[src/rtl/countdown_timer_if.sv]
// Control/status bundle for countdown_timer.
// master: the sequencing logic that loads, starts and pauses the timer.
// slave:  the timer itself, which reports count, busy and done.
interface countdown_timer_if #(
  parameter int WIDTH = 4
);
  logic             load;
  logic [WIDTH-1:0] load_val;
  logic             start;
  logic             pause;
  logic [WIDTH-1:0] count;
  logic             busy;
  logic             done;

  modport master (
    output load, load_val, start, pause,
    input  count, busy, done
  );

  modport slave (
    input  load, load_val, start, pause,
    output count, busy, done
  );
endinterface

[src/rtl/countdown_timer.sv]
// countdown_timer: loadable down-counter used as a cycle-delay / timeout
// generator. A loaded value counts down to zero after start. pause freezes
// the count. A one-cycle done pulse is emitted at terminal count.
// Optional feature: define COUNTDOWN_AUTO_RELOAD_EN to make the timer
// periodic. The value captured by load is then reloaded at terminal count.
// Edge priority: reset_n > load > pause > start.
module countdown_timer #(
  parameter int WIDTH = 4
) (
  input  logic              clk,
  input  logic              reset_n,
  countdown_timer_if.slave  bus
);

  typedef enum logic [1:0] {
    IDLE = 2'd0,
    RUN  = 2'd1,
    HOLD = 2'd2,
    DONE = 2'd3
  } state_t;

  localparam logic [WIDTH-1:0] ONE = WIDTH'(1);

  state_t           state, state_next;
  logic [WIDTH-1:0] count_q, count_next;
  logic             done_q, done_next;
  logic             busy_q, busy_next;

`ifdef COUNTDOWN_AUTO_RELOAD_EN
  logic [WIDTH-1:0] reload_q;

  // Capture the period on every load so the terminal edge can restart the count.
  always_ff @(posedge clk or negedge reset_n) begin
    if (!reset_n) begin
      reload_q <= '0;
    end else if (bus.load) begin
      reload_q <= bus.load_val;
    end
  end
`endif

  // Next-state, next-count and output decode. pause outranks start, so a
  // start seen together with pause in IDLE is not taken.
  always_comb begin
    state_next = state;
    count_next = count_q;
    done_next  = 1'b0;
    if (bus.load) begin
      count_next = bus.load_val;
      state_next = IDLE;
    end else begin
      case (state)
        IDLE: begin
          if (!bus.pause && bus.start) begin
            if (count_q != '0) begin
              state_next = RUN;
            end else begin
              done_next = 1'b1;
            end
          end
        end
        RUN: begin
          if (bus.pause) begin
            state_next = HOLD;
          end else if (count_q == ONE) begin
`ifdef COUNTDOWN_AUTO_RELOAD_EN
            done_next = 1'b1;
            if (reload_q != '0) begin
              count_next = reload_q;
            end else begin
              count_next = '0;
              state_next = DONE;
            end
`else
            count_next = '0;
            done_next  = 1'b1;
            state_next = DONE;
`endif
          end else if (count_q != '0) begin
            count_next = count_q - ONE;
          end else begin
            state_next = IDLE;
          end
        end
        HOLD: begin
          if (!bus.pause) begin
            state_next = RUN;
          end
        end
        DONE: begin
          state_next = IDLE;
        end
        default: begin
          state_next = IDLE;
        end
      endcase
    end
    busy_next = (state_next == RUN) || (state_next == HOLD);
  end

  // State and registered outputs. Reset clears everything immediately with no done pulse.
  always_ff @(posedge clk or negedge reset_n) begin
    if (!reset_n) begin
      state   <= IDLE;
      count_q <= '0;
      done_q  <= 1'b0;
      busy_q  <= 1'b0;
    end else begin
      state   <= state_next;
      count_q <= count_next;
      done_q  <= done_next;
      busy_q  <= busy_next;
    end
  end

  assign bus.count = count_q;
  assign bus.done  = done_q;
  assign bus.busy  = busy_q;

endmodule

[src/flat_wrapper.sv]
// flat-port wrapper written by rule: the top's interface ports become plain ports
module countdown_timer_flat 
#(
  parameter int WIDTH = 4
)
  (clk, reset_n, bus_load, bus_load_val, bus_start, bus_pause, bus_count, bus_busy, bus_done);
  countdown_timer_if #(.WIDTH(WIDTH)) bus_i ();
  input  logic clk;
  input  logic reset_n;
  input wire logic [$bits(bus_i.load)-1:0] bus_load;
  input wire logic [$bits(bus_i.load_val)-1:0] bus_load_val;
  input wire logic [$bits(bus_i.start)-1:0] bus_start;
  input wire logic [$bits(bus_i.pause)-1:0] bus_pause;
  output wire logic [$bits(bus_i.count)-1:0] bus_count;
  output wire logic [$bits(bus_i.busy)-1:0] bus_busy;
  output wire logic [$bits(bus_i.done)-1:0] bus_done;
  assign bus_i.load = bus_load;
  assign bus_i.load_val = bus_load_val;
  assign bus_i.start = bus_start;
  assign bus_i.pause = bus_pause;
  assign bus_count = bus_i.count;
  assign bus_busy = bus_i.busy;
  assign bus_done = bus_i.done;
  countdown_timer #(.WIDTH(WIDTH)) u_core (.clk(clk), .reset_n(reset_n), .bus(bus_i));
endmodule
[config.mk]
export PLATFORM = sky130hd
export DESIGN_NAME = countdown_timer_flat
export DESIGN_NICKNAME = d
export VERILOG_FILES = /design/src/rtl/countdown_timer_if.sv /design/src/rtl/countdown_timer.sv /design/src/flat_wrapper.sv
export SDC_FILE = /design/constraint.sdc
export NUM_CORES = 1
export LEC_CHECK = 0
export CAP_MARGIN = 20
export CORE_AREA = 2 2 39 41
export DETAILED_ROUTE_END_ITERATION = 6
export DIE_AREA = 0 0 41 43
export PLACE_DENSITY = 0.72
export RECOVER_POWER = 25
export SETUP_SLACK_MARGIN = 0.02
export SLEW_MARGIN = 20
export SYNTH_ARGS = -nofsm -noshare
export SYNTH_HDL_FRONTEND = slang
export SYNTH_SLANG_ARGS = --single-unit
[constraint.sdc]
create_clock -name clk -period 4.67 [get_ports clk]
set_input_delay 0.467 -clock clk [delete_from_list [all_inputs] [get_ports clk]]
set_output_delay 0.467 -clock clk [all_outputs]
set_load 0.02 [all_outputs]
==> results of run 1 <==
[power groups by stage]
| stage | clock [uW] | sequential, uW | combinational, uW |
|---|---|---|---|
| 2_1_floorplan | 0 | 86.2 | 17.3 |
| 3_3_place_gp | 0 | 81.7 | 43.8 |
| 3_5_place_dp | 0 | 82.1 | 43.9 |
| 4_1_cts | 56.2 | 80.8 | 44.1 |
| 5_1_grt | 60.1 | 81.7 | 48.3 |
| 6_report | 53.5 | 80.8 | 43.5 |
[through the flow]
step,util,instance area (sq um),std cells
finish,0.475,657,79
global route,0.475,657,79
CTS,0.475,657,79
detailed placement,0.458,634,76
global placement,0.458,634,76
floorplan,-,474,46
[cells in the mapped netlist (all sizes together), types with 2 or more instances]
library cell / instances
a21oi: 2
or3b: 2
dfrtp: 8
mux2i: 2
ha: 3
inv: 4
o21ai: 2
nor2: 4
nand2: 3
a2111oi: 2
[registers in the layout (all words and copies together) (netlist names)]
name,count
u_core.state,2
u_core.bus.done,1
u_core.bus.busy,1
u_core.bus.count,4
[kinds of logic (layout without fill, tap and decap cells)]
logic type | Yosys count | after routing | synth area share
muxes | 2 | 2 | 0.0422
and+or+nand+nor | 14 | 14 | 0.164
DFF | 8 | 8 | 0.422
AOI/OAI and AO/OA | 14 | 14 | 0.243
buffers and inverters | 4 | 21 | 0.0317
xor gates and xnor gates | 1 | 1 | 0.0185
adders and majority gates | 3 | 3 | 0.0792
[cell type report]
cell class | instances | area (sq um) | share of cell area
Multi-Input combinational cell | 34 | 259 | 0.394
Clock buffer | 3 | 22.5 | 0.0343
Inverter | 4 | 15.0 | 0.0229
Timing Repair Buffer | 14 | 140 | 0.213
Sequential cell | 8 | 200 | 0.305
Tap cell | 16 | 20.0 | 0.0305
[per-layer routing]
metal  GRT usage  up-vias
li1            -      209
met1       0.194      180
met5           0        -
met2       0.181       12
met4       0.120        0
met3      0.0314        2
[critical path, cell delays in order, from the launching register on]
cell       delay (ns)
dfrtp_1          0.43
inv_1            0.10
ha_1             0.13
or3b_4           0.39
or3b_1           0.40
a2111oi_2        0.35
[path summary, 6_finish.rpt]
kind                                startpoint                  end  slack, ns  cells past startpoint
min reg2reg                    u_core.state[1]      u_core.bus.done       0.56                      1
max in group asynchronous              reset_n      u_core.bus.busy       3.83                      1
min                            u_core.state[1]      u_core.bus.done       0.56                      1
max                        u_core.bus.count[0]      u_core.bus.done       2.75                      5
min in group asynchronous              reset_n  u_core.bus.count[2]       0.57                      1
max reg2reg                u_core.bus.count[0]      u_core.bus.done       2.75                      5
==> out/results.ini, run 1 <==
[outcome]
status=completed

[clocking]
clock_latency_ns=0.25
ctsResizeCount=0
cts.clk_slew.worst_paths_ns=0.06
htree_num_levels=1
clk_path_buf_depth=2
cts_tree=built
root_buffer=clkbuf_4
cts_buffers=3
ctsHoldBuffers=0
cts_setup_buffers=0
cts.sinks=8

[timing]
report.final.slew_viol_count=0
finalHoldViolCount=0
worst_slew_pin_slew_ns=0.525
tns_ns=0
fmax_mhz=522
rsz0062_at_grt=no
setup_viol=0
period_share=0.411
worst_hold_slack_ns=0.565
setup_slack_ns=2.75
clock-skew-final_ns=0.00133
relSlewSlack=0.649
period_minus_slack_ns=1.92

[die]
core_sq_um=1380
row_count=14
start_util=0.343
die_area_sq_um=1760
ios=15
die_h_microns=43
fp.dieW_microns=41

[placed_design]
post-place-ws_ns=2.77
numPortBuffers=14
gp_congestion=0.765

[critical_path]
critPathKind=reg2reg
worstPathArrival_ns=2.06
cp.required_ns=4.81
critPathMaxFanout=6
end_kind=register
crit_path_start_kind=register

[logic_synthesis]
syn_area_sq_um=474
synth_cell_types=25
postSynthCellCount=46
synth-main-ff-cell=dfrtp_1
ys_seq_area_frac=0.422
ys_warn_count=0
yosysTopAreaCell=dfrtp_1
synth_top_area_share=0.422
syn_nets=58
ys_ff_latch=8
postSynth.asyncResetShare=1.00
synth_edf_count=0
syn_area_per_cell_sq_um=10.3
ys_top_cells_by_area=dfrtp_1 (42%), ha_1 (7.9%), a2111oi_2 (6.3%), mux2i_1 (4.2%), inv_1 (3.2%)

[route]
wl_met3_microns=62
wl_microns=975
drt-met1-wl_microns=477
first_pass_iters=5
drtIter0Drc=4
drtAntennaViolNets=0
routed_via_density=5.10
wl_per_cell_microns=12.3
top_layer=met4
wl_met2_microns=420
post-route-drc-count=0
num_vias=403

[power_and_ir_drop]
p_int_uw=126
power.leakage_uw=0.000281
peakVddDrop_v=0.000124
clock_power_share=0.301
p_sw_frac=0.291
seqPwrFrac=0.454
powerDensity_nw_per_um2=271
p_switching_uw=51.7
power.total_uw=178
p_comb_frac=0.245

[layout]
insertedDiodeCount=0
layout_common_cells=clkdlybuf4s50_1 (13), dfrtp_1 (8), inv_1 (4), nor2_1 (4)
area_growth_pct=38.5
final_layout_size_suffix_gt1_frac=0.0952
layout_commonest_cell=clkdlybuf4s50_1
nets=77
fill_cells=141

[global_routing]
grt_max_degree=9
gr-usage-all-layers=0.143
grt_pass1_wl_mm=1.64
antenna_found_initial=0
grt_pass1_vias=390
grt-ovfl-total=0

[worst_hold_path]
hold_class=reg2reg

[run]
drv_cap=0

Power figures use the tool's default switching activity.
==> run 2, diff against run 1 <==
==> constraint.sdc (replaced) <==
create_clock -name clk -period 2 [get_ports clk]
set_input_delay 0.2 -clock clk [delete_from_list [all_inputs] [get_ports clk]]
set_output_delay 0.2 -clock clk [all_outputs]
set_load 0.02 [all_outputs]
==> run 2 against run 1 <==
Effect of this change:
- cell count up 3.8%
- clock skew grew 0.0033 ns
- sequential cell count did not move
- largest cell class unchanged
- utilization up 1.6 points
==> out/results.ini, run 2 (same netlist as run 1, synthesis figures left out) <==
[outcome]
status=completed  ; unchanged

[timing]
rsz0062_at_grt=no  ; unchanged
finalHoldViolCount=0  ; unchanged
tns_ns=0  ; unchanged
worst_slew_pin_slew_ns=0.404  ; was 0.525 ns
period_minus_slack_ns=1.86  ; was 1.92 ns
period_share=0.929  ; was 0.411
clock-skew-final_ns=0.00464  ; was 0.00133 ns
relSlewSlack=0.730  ; was 0.649
setup_viol=0  ; unchanged
report.final.slew_viol_count=0  ; unchanged
worst_hold_slack_ns=0.298  ; was 0.565 ns
fmax_mhz=538  ; was 522 MHz

[layout]
stdcell_area_sq_um=679  ; was 657 sq um
nets=80  ; was 77
final_layout_size_suffix_gt1_frac=0.152  ; was 0.0952
layout_common_cells=clkdlybuf4s50_1 (13), dfrtp_1 (8), nor2_1 (4)  ; was clkdlybuf4s50_1 (13), dfrtp_1 (8), inv_1 (4), nor2_1 (4)
layout_commonest_cell=clkdlybuf4s50_1  ; unchanged
fin_util=0.491  ; was 0.475
area_growth_pct=43.3  ; was 38.5%
stdcell_count=82  ; was 79
insertedDiodeCount=0  ; unchanged
largest_reg_flops=4  ; unchanged

[die]
ios=15  ; unchanged
die_h_microns=43  ; unchanged
die_area_sq_um=1760  ; unchanged
fp.dieW_microns=41  ; unchanged
row_count=14  ; unchanged
start_util=0.343  ; unchanged
core_sq_um=1380  ; unchanged

[route]
first_pass_iters=4  ; was 5
num_vias=423  ; was 403
routed_via_density=5.16  ; was 5.10
drtIter0Drc=10  ; was 4
post-route-drc-count=0  ; unchanged
drtAntennaViolNets=0  ; unchanged
wl_mm=1.06  ; was 975 microns
wl_per_cell_microns=13.0  ; was 12.3 microns

[clocking]
clock_latency_ns=0.26  ; was 0.25 ns
clk_path_buf_depth=2  ; unchanged
htree_num_levels=1  ; unchanged
cts_setup_buffers=0  ; unchanged
cts.sinks=8  ; unchanged
root_buffer=clkbuf_4  ; unchanged
cts_buffers=3  ; unchanged
cts_tree=built  ; unchanged
cts.clk_slew.worst_paths_ns=0.06  ; about the same

[critical_path]
slowest_stage=dfrtp_1  ; unchanged
max_stage_delay_ns=0.42  ; was 0.43 ns
worstPathCellList=inv_2 -> ha_1 -> or3b_4 -> or3b_1 -> a2111oi_2  ; was inv_1 -> ha_1 -> or3b_4 -> or3b_1 -> a2111oi_2
crit_path_start_kind=register  ; unchanged
cp.required_ns=2.15  ; was 4.81 ns
critPathMaxFanout=5  ; was 6
rr_startpoint=u_core.bus.count[1]  ; was u_core.bus.count[0]
end_kind=register  ; unchanged
critPathLaunch=u_core.bus.count[1]  ; was u_core.bus.count[0]
worstPathArrival_ns=2.00  ; was 2.06 ns
critPathKind=reg2reg  ; unchanged

[placed_design]
dp_hpwl_microns=800
gp_congestion=0.742  ; was 0.765
numPortBuffers=14  ; unchanged
place_area_sq_um=657  ; was 634 sq um
place_inst=79  ; was 76

[power_and_ir_drop]
power.leakage_uw=0.000295  ; was 0.000281 uW
powerDensity_nw_per_um2=627  ; was 271 nW/um^2
peakVddDrop_v=0.000334  ; was 0.000124 V

[global_routing]
gr-usage-all-layers=0.151  ; was 0.143
antenna_found_initial=0  ; unchanged
grt_pass1_wl_mm=1.70  ; was 1.64 mm
grt_max_degree=9  ; unchanged
grt_pass1_vias=399  ; was 390
grt-ovfl-total=0  ; unchanged

[run]
drv_cap=0  ; unchanged

[worst_hold_path]
hold_class=in2async  ; was reg2reg

[run 2: cell count changes in the layout (fill, tap and decap cells not counted)]
cell	previous run	this run
inv_1	4	3
buf_4	0	3
inv_2	0	1
[run 2: stage by stage]
step	total power, uW	setup slack, ns
after global placement	298	0.142
after global routing	455	0.0458
after CTS	435	0.0490
after floorplan	242	0.0714
final	426	0.143
after detailed placement	301	0.0715
[run 2: metal layers]
layer / vias to the layer above / GRT usage / part of all wire / routed length (microns)
met5: - / 0 / 0 / 0
met4: 0 / 0.100 / 0.011 / 12
met1: 197 / 0.188 / 0.45 / 478
met3: 2 / 0.0471 / 0.061 / 65
li1: 212 / - / - / -
met2: 12 / 0.213 / 0.48 / 506
[run 2: report_power, final]
group	switching [uW]	internal, uW	total, uW
Clock	59.5	69.0	129
Combinational	53.8	57.0	111
Sequential	13.4	174	187
Total	127	300	426
[run 2: critical path: cells and delay by family, from the launching register on]
kind / cells / cell delay, ns
DFF: 1 / 0.42
adders and majority gates: 1 / 0.14
buffers and inverters: 1 / 0.09
and+or+nand+nor: 2 / 0.80
AOI/OAI and AO/OA: 1 / 0.29
[run 2: repair_timing]
action | CTS | global route
hold buffers | 0 | 0
gates resized for setup | 0 | 1
endpoints found under the hold margin | 0 | 0
setup endpoints to repair | 0 | 1
[run 2: cell type report]
type | count | area [sq um]
Clock buffer | 3 | 22.5
Fill cell | 142 | 704
Inverter | 4 | 15.0
Multi-Input combinational cell | 34 | 259
Sequential cell | 8 | 200
Tap cell | 16 | 20.0
Timing Repair Buffer | 17 | 163
[run 2: final timing paths]
kind / to / slack, ns / depth (start not counted)
worst max-delay path: u_core.bus.done / 0.14 / 5
worst min-delay path: u_core.bus.count[2] / 0.30 / 1
worst max register to register: u_core.bus.done / 0.14 / 5
worst min register to register: u_core.bus.done / 0.56 / 1
max in group asynchronous: u_core.bus.busy / 1.42 / 1
min in group clk: u_core.bus.count[0] / 0.50 / 3
